--- config.mk ---
export PLATFORM = sky130hd
export DESIGN_NAME = mem_arbiter
export DESIGN_NICKNAME = d
export VERILOG_FILES = /design/src/rtl/mem_arbiter.sv
export SDC_FILE = /design/constraint.sdc
export NUM_CORES = 1
export LEC_CHECK = 0
export BUFFER_PORTS_ARGS = -buffer_cell sky130_fd_sc_hd__buf_2
export CAP_MARGIN = 10
export CORE_UTILIZATION = 30
export DETAILED_ROUTE_END_ITERATION = 16
export HOLD_SLACK_MARGIN = 0.05
export SLEW_MARGIN = 20
export SYNTH_ARGS = -nofsm -noshare
export SYNTH_HDL_FRONTEND = slang
export SYNTH_SLANG_ARGS = --single-unit
--- constraint.sdc ---
create_clock -name clock -period 6 [get_ports clock]
set_input_delay 1.2 -clock clock [delete_from_list [all_inputs] [get_ports clock]]
set_output_delay 1.2 -clock clock [all_outputs]
set_load 0.01 [all_outputs]
--- src/rtl/mem_arbiter.sv ---
// Two-port (fetch/data) burst arbiter onto one memory port; first beat 1 cycle after request, read data 1 cycle after accept.
// mem_busy stalls the current beat in place; optional ARB_ROUND_ROBIN_EN replaces fixed D-over-I priority with round robin.
module mem_arbiter #(
    parameter int ADDR_W = 32,
    parameter int DATA_W = 32
) (
    input  logic              clock,
    input  logic              reset,
    input  logic              i_req,
    input  logic [ADDR_W-1:0] i_addr,
    input  logic [1:0]        i_size,
    output logic              i_gnt,
    output logic              i_rvalid,
    output logic              i_done,
    input  logic              d_req,
    input  logic [ADDR_W-1:0] d_addr,
    input  logic              d_rw,
    input  logic [1:0]        d_size,
    input  logic [DATA_W-1:0] d_wdata,
    output logic              d_wready,
    output logic              d_gnt,
    output logic              d_rvalid,
    output logic              d_done,
    output logic [DATA_W-1:0] rdata,
    output logic [ADDR_W-1:0] mem_address,
    output logic [DATA_W-1:0] mem_data_in,
    output logic              mem_rw,
    output logic              mem_enable,
    input  logic              mem_busy,
    input  logic [DATA_W-1:0] mem_data_out
);

    localparam logic S_IDLE = 1'b0;
    localparam logic S_XFER = 1'b1;

    logic              r_state;
    logic              w_next_state;
    logic              r_owner_d;
    logic [ADDR_W-1:0] r_base;
    logic [4:0]        r_beats;
    logic [4:0]        r_cnt;
    logic              r_rw;
    logic              r_i_rvalid;
    logic              r_d_rvalid;
    logic              r_i_done;
    logic              r_d_done;

    logic              w_xfer;
    logic              w_accept;
    logic              w_last;
    logic              w_pick_d;
    logic [1:0]        w_size;
    logic [4:0]        w_beats;
    logic [ADDR_W-1:0] w_sum;

    assign w_xfer   = (r_state == S_XFER);
    assign w_accept = w_xfer & ~mem_busy;
    assign w_last   = w_accept & (r_cnt == 5'(r_beats - 5'd1));
    assign w_sum    = r_base + {{(ADDR_W-7){1'b0}}, r_cnt, 2'b00};

`ifdef ARB_ROUND_ROBIN_EN
    logic r_last_d;
    // On a tie, hand the memory to whichever port did not have it last.
    assign w_pick_d = d_req & (~i_req | ~r_last_d);

    always_ff @(posedge clock) begin
        if (reset)
            r_last_d <= 1'b1;
        else if (!w_xfer && (i_req || d_req))
            r_last_d <= w_pick_d;
    end
`else
    assign w_pick_d = d_req;
`endif

    assign w_size = w_pick_d ? d_size : i_size;

    always_comb begin
        w_beats = 5'd1;
        case (w_size)
            2'b00:   w_beats = 5'd1;
            2'b01:   w_beats = 5'd4;
            2'b10:   w_beats = 5'd8;
            default: w_beats = 5'd16;
        endcase
    end

    always_ff @(posedge clock) begin
        if (reset)
            r_state <= S_IDLE;
        else
            r_state <= w_next_state;
    end

    always_comb begin
        w_next_state = r_state;
        case (r_state)
            S_IDLE:  if (i_req || d_req) w_next_state = S_XFER;
            default: if (w_last)         w_next_state = S_IDLE;
        endcase
    end

    always_comb begin
        i_gnt       = w_xfer & ~r_owner_d;
        d_gnt       = w_xfer & r_owner_d;
        mem_enable  = w_xfer;
        mem_rw      = w_xfer ? r_rw : 1'b1;
        mem_address = w_xfer ? {w_sum[ADDR_W-1:2], 2'b00} : '0;
        mem_data_in = (w_xfer && r_owner_d) ? d_wdata : '0;
        d_wready    = w_accept & r_owner_d & ~r_rw;
        i_rvalid    = r_i_rvalid;
        d_rvalid    = r_d_rvalid;
        i_done      = r_i_done;
        d_done      = r_d_done;
        rdata       = (r_i_rvalid || r_d_rvalid) ? mem_data_out : '0;
    end

    always_ff @(posedge clock) begin
        if (reset) begin
            r_owner_d  <= 1'b0;
            r_base     <= '0;
            r_beats    <= 5'd1;
            r_cnt      <= 5'd0;
            r_rw       <= 1'b1;
            r_i_rvalid <= 1'b0;
            r_d_rvalid <= 1'b0;
            r_i_done   <= 1'b0;
            r_d_done   <= 1'b0;
        end else begin
            r_i_rvalid <= w_accept & r_rw & ~r_owner_d;
            r_d_rvalid <= w_accept & r_rw & r_owner_d;
            r_i_done   <= w_last & ~r_owner_d;
            r_d_done   <= w_last & r_owner_d;
            if (!w_xfer && (i_req || d_req)) begin
                // Fetch is read-only, so its rw is forced high.
                r_owner_d <= w_pick_d;
                r_base    <= w_pick_d ? d_addr : i_addr;
                r_rw      <= w_pick_d ? d_rw : 1'b1;
                r_beats   <= w_beats;
                r_cnt     <= 5'd0;
            end else if (w_accept) begin
                r_cnt <= r_cnt + 5'd1;
            end
        end
    end

endmodule

Word level (Yosys, flattened, before mapping):

Cells that the tools add are included.

* bits in registers: 49
* output and inout port bits: 105
* word-level logic and storage cells: 48
* bits of input ports: 138

* bitwise gates (word level): 14
* reductions and logical operators: 7
* add/sub/neg operators: 3
* muxes and demuxes: 11
* equality and inequality tests: 3

Operator list (number)
* 2-to-1 mux 32 bit: 4
* adder 32 x 7 -> 32 bit: 1
* case mux 5 bit (3 select lines): 1
* AND 1 bit: 11
* adder 5 x 1 -> 5 bit (second input constant): 1
* equality test 5 bit: 1
* 2-to-1 mux 1 bit: 5
* subtractor 5 x 1 -> 5 bit (second input constant): 1
* NOT 1 bit: 3
* equality test 2 x 1 -> 1 bit (second input constant): 1
* equality test 2 bit (second input constant): 1
* logical AND 1 bit: 2
* logical NOT 2 bit: 1
* logical OR 1 bit: 2
* 2-to-1 mux 2 bit: 1
* OR reduction 2 bit: 1
* logical NOT 1 bit: 1

Depth between registers and ports, before layout:

* depth in word-level cells: 5
* mapped depth: 9
* gate-level depth less buffers: 8

Least setup slack after synthesis:

OpenSTA, ideal clock, no wires.

* path kind: register to output
* from: register r_cnt[0]
* to: output mem_address[28]
* data required time: 4.800 ns
* buffers on the path: 1
* path slack: 2.596 ns
* arrival: 2.204 ns
* cell stages (with the launch flop): 9
* cells stage by stage: dfxtp_1 > ha_1 > inv_1 > fa_1 > nor2b_1 > o31a_1 > clkbuf_1 > nor2_1 > o41ai_1

* cells in the longest elaborated chain, start to end: 2

RTL lines
* from (decl): line 41 `logic [4:0] r_cnt;`
* from (signal assigned): line 142 `r_cnt <= r_cnt + 5'd1;`
* adder 32 x 7 -> 32 bit: line 59 `assign w_sum = r_base + {{(ADDR_W-7){1'b0}}, r_cnt, 2'b00};`
* 2-to-1 mux 32 bit: line 108 `mem_address = w_xfer ? {w_sum[ADDR_W-1:2], 2'b00} : '0;`
* to (decl): line 25 `output logic [ADDR_W-1:0] mem_address,`

No other way between the ends.

Final worst setup path:

* from: register r_cnt[0]
* to: output mem_address[18]

Same word-level chain as after synthesis.

==> load_flow_metrics.sql <==
INSERT INTO impl_metrics (metric_group, metric, value, unit) VALUES
('outcome', 'outcome', 'complete, no violations', ''),
('clock_network', 'cts.repair_timing.setup_buffer_count', '0', ''),
('place', 'placed_cells', '783', ''),
('detailed_routing', 'detail_route.vias_per_cell', '5.02', ''),
('worst_hold_path', 'worst_hold_path.endpoint', 'r_base[4]$_SDFFE_PP0P_', ''),
('clock_network', 'clock_latency', '0.28', 'ns'),
('global_routing', 'grt_pass1_wl', '17800', 'um'),
('critical_path', 'critical-path-slowest-cell', 'sky130_fd_sc_hd__o31a_1', ''),
('clock_network', 'cts_inserted_buffers', '5', ''),
('layout', 'areaGrowthSynthToFinish', '40.4', '%'),
('critical_path', 'critical_path_required', '4.80', 'ns'),
('floorplan', 'fp.coreArea', '11000', 'um^2'),
('detailed_routing', 'detail-route-antenna-nets', '0', ''),
('critical_path', 'timing_worst_setup_path_type', 'reg2out', ''),
('sta', 'worst-slew-pin-transition', '1.07', 'ns'),
('power', 'power.density_cell_area', '193', 'nW/um^2'),
('clock_network', 'cts.sinks', '46', ''),
('logic_synthesis', 'synth-edff-count', '0', ''),
('logic_synthesis', 'synth_async_sr_flop_share', '0', ''),
('critical_path', 'crit_path_max_incr_delay', '0.47', 'ns'),
('clock_network', 'clkTransAtPathRegs', '0.06', 'ns'),
('power', 'power.leakage', '2.51', 'nW'),
('floorplan', 'chipHeight', '109', 'um'),
('critical_path', 'timing.critical_path.arrival', '2.99', 'ns'),
('sta', 'report.final.slew_viol_count', '0', ''),
('layout', 'fillers', '1120', ''),
('place', 'gp_congestion', '0.845', ''),
('layout', 'antenna_cells_inserted', '0', ''),
('floorplan', 'initial_core_util', '0.313', ''),
('worst_hold_path', 'hold-path-cell-count', '2', ''),
('floorplan', 'die_w', '109', 'um'),
('power', 'vdd_drop_max', '0.113', 'mV'),
('critical_path', 'crit_chain', 'ha_1 > inv_1 > fa_1 > nor2b_1 > o31a_1 > o211ai_1 > or3_1 > a21oi_1 > buf_2', ''),
('logic_synthesis', 'synth_area', '3450', 'um^2'),
('detailed_routing', 'routed_wire_length_per_instance', '15.2', 'um'),
('clock_network', 'cts_hold_repair_buffers', '0', ''),
('sta', 'slew-limit-headroom', '0.286', ''),
('critical_path', 'crit-reg2reg-capture', 'r_beats[0]$_SDFFE_PP1P_', ''),
('global_routing', 'grt_overflow_total', '0', ''),
('clock_network', 'post_cts.resized_instances', '0', ''),
('sta', 'worst_clock_skew', '0.00432', 'ns'),
('layout', 'fin_nets', '796', ''),
('global_routing', 'globalRouteTotalUtil', '0.193', ''),
('logic_synthesis', 'post_synth.cell_area_avg', '7.80', 'um^2'),
('detailed_routing', 'route.detailed.drc', '0', ''),
('sta', 'setup_viol', '0', ''),
('critical_path', 'worst-r2r-cell-count', '3', ''),
('logic_synthesis', 'synth.largest_area_cell', 'sky130_fd_sc_hd__dfxtp_1', ''),
('logic_synthesis', 'synth_seq_area_share', '0.267', ''),
('logic_synthesis', 'synth-warning-count', '0', ''),
('sta', 'rsz0062_at_grt', 'false', ''),
('worst_hold_path', 'holdCritStartpoint', 'r_base[4]$_SDFFE_PP0P_', ''),
('critical_path', 'r2r_slack', '4.09', 'ns'),
('logic_synthesis', 'synth.top_cells.by_area', 'sky130_fd_sc_hd__dfxtp_1 27%, sky130_fd_sc_hd__mux2i_1 9.0%, sky130_fd_sc_hd__nor2_1 7.4%, sky130_fd_sc_hd__a211oi_1 6.7%, sky130_fd_sc_hd__and3_1 6.2%', ''),
('detailed_routing', 'drt_first_pass_iters', '5', ''),
('layout', 'final_core_utilization', '0.440', ''),
('sta', 'layout_worst_path_cycle_share', '0.699', ''),
('floorplan', 'top_level_ports', '243', ''),
('place', 'placement.io_buffers', '236', ''),
('global_routing', 'grt_max_degree', '65', ''),
('global_routing', 'via_count_of_the_first_global_routing_pass', '3527', ''),
('run', 'max_cap_violations', '0', ''),
('detailed_routing', 'drtIter0Drc', '185', ''),
('critical_path', 'start_kind', 'register', ''),
('critical_path', 'critPathCaptureType', 'output port', ''),
('clock_network', 'tritoncts', 'yes', ''),
('place', 'final_hpwl_from_detailed_placement', '9170', 'um'),
('layout', 'post_route_insts_no_fill', '790', ''),
('worst_hold_path', 'hp-class', 'reg2reg', ''),
('layout', 'multiInputGateArea', '2330', 'um^2'),
('detailed_routing', 'dr_vias', '3964', '');
## logic make-up after synthesis
group	share of synthesized area
and+or+nand+nor	0.295
AOI/OAI and AO/OA	0.170
buffers and inverters	0.0620
DFF	0.267
muxes	0.0964
xor gates and xnor gates	0.0786
adders and majority gates	0.0312
other	0.00109
## worst max-delay path: cells and delay by family (launching register included)
kind / cells / cell delay, ns
AO/OA/AOI/OAI: 3 / 0.85
adder cells (fa/ha/maj): 2 / 0.60
flip-flops: 1 / 0.46
buffers and inverters: 2 / 0.23
AND/OR/NAND/NOR: 2 / 0.56
## cell type report
type	instances	area share
Clock buffer	6	0.0286
Tap cell	140	0.0361
Clock inverter	1	0.00619
Inverter	11	0.00851
Multi-Input combinational cell	346	0.481
Timing Repair Buffer	240	0.250
Sequential cell	46	0.190
## worst max-delay path by stage
stage | startpoint | endpoint | slack [ns] | cells after the start
detailed placement | r_cnt[0]$_SDFFE_PP0P_ | mem_address[18] | 2.14 | 9
global placement | r_cnt[0]$_SDFFE_PP0P_ | mem_address[18] | 2.17 | 9
finish | r_cnt[0]$_SDFFE_PP0P_ | mem_address[18] | 1.81 | 9
CTS | r_cnt[0]$_SDFFE_PP0P_ | mem_address[18] | 1.81 | 9
floorplan | r_cnt[0]$_SDFFE_PP0P_ | mem_address[28] | 2.60 | 8
global route | r_cnt[0]$_SDFFE_PP0P_ | mem_address[18] | 1.59 | 9
## metrics by stage
| stage | worst slack [ns] | cell area [um^2] | total power [mW] | hold slack (ns) |
|---|---|---|---|---|
| finish | 1.81 | 4850 | 0.936 | 0.517 |
| global route | 1.59 | 4850 | 0.994 | 0.526 |
| CTS | 1.81 | 4850 | 0.946 | 0.514 |
| detailed placement | 2.14 | 4680 | 0.620 | 0.504 |
| global placement | 2.17 | 4680 | 0.612 | 0.500 |
| floorplan | 2.60 | 3460 | 0.517 | 0.439 |
## state kept, by name (all words and copies together), names as in the netlist
name / cells
mem_enable: 1
i_done: 1
r_cnt: 5
r_owner_d: 1
i_rvalid: 1
d_rvalid: 1
d_done: 1
r_beats: 4
r_rw: 1
r_base: 30
## where the power goes
group | internal, mW | switching [mW] | total (mW)
Clock | 0.206 | 0.118 | 0.324
Sequential | 0.332 | 0.0373 | 0.370
Combinational | 0.112 | 0.130 | 0.242
Total | 0.650 | 0.286 | 0.936
## layout by cell type (no fill, tap or decap), drive strengths merged, types with 2 or more instances in the layout
master	count
o2111ai	2
a2111oi	5
a211oi	33
ha	7
o211ai	5
mux2i	31
and2	5
mux2	2
and4	4
nand2b	4
conb	2
o21a	2
and3	35
nand4	9
a21oi	12
nand2	12
nand3	8
xnor2	17
nor2	68
clkbuf	6
xor2	14
dfxtp	46
nor3	9
buf	240
a22oi	3
nor2b	34
a21o	2
inv	11
o21ai	8
## routing by layer
layer  GRT usage  wire [um]  vias to the layer above
met5           0          0                        -
met3      0.0190        786                       17
met1       0.250       5150                     1809
met2       0.340       5850                      159
li1            -          -                     1979
met4      0.0533        194                        0
(Power assumes the default switching activity.)
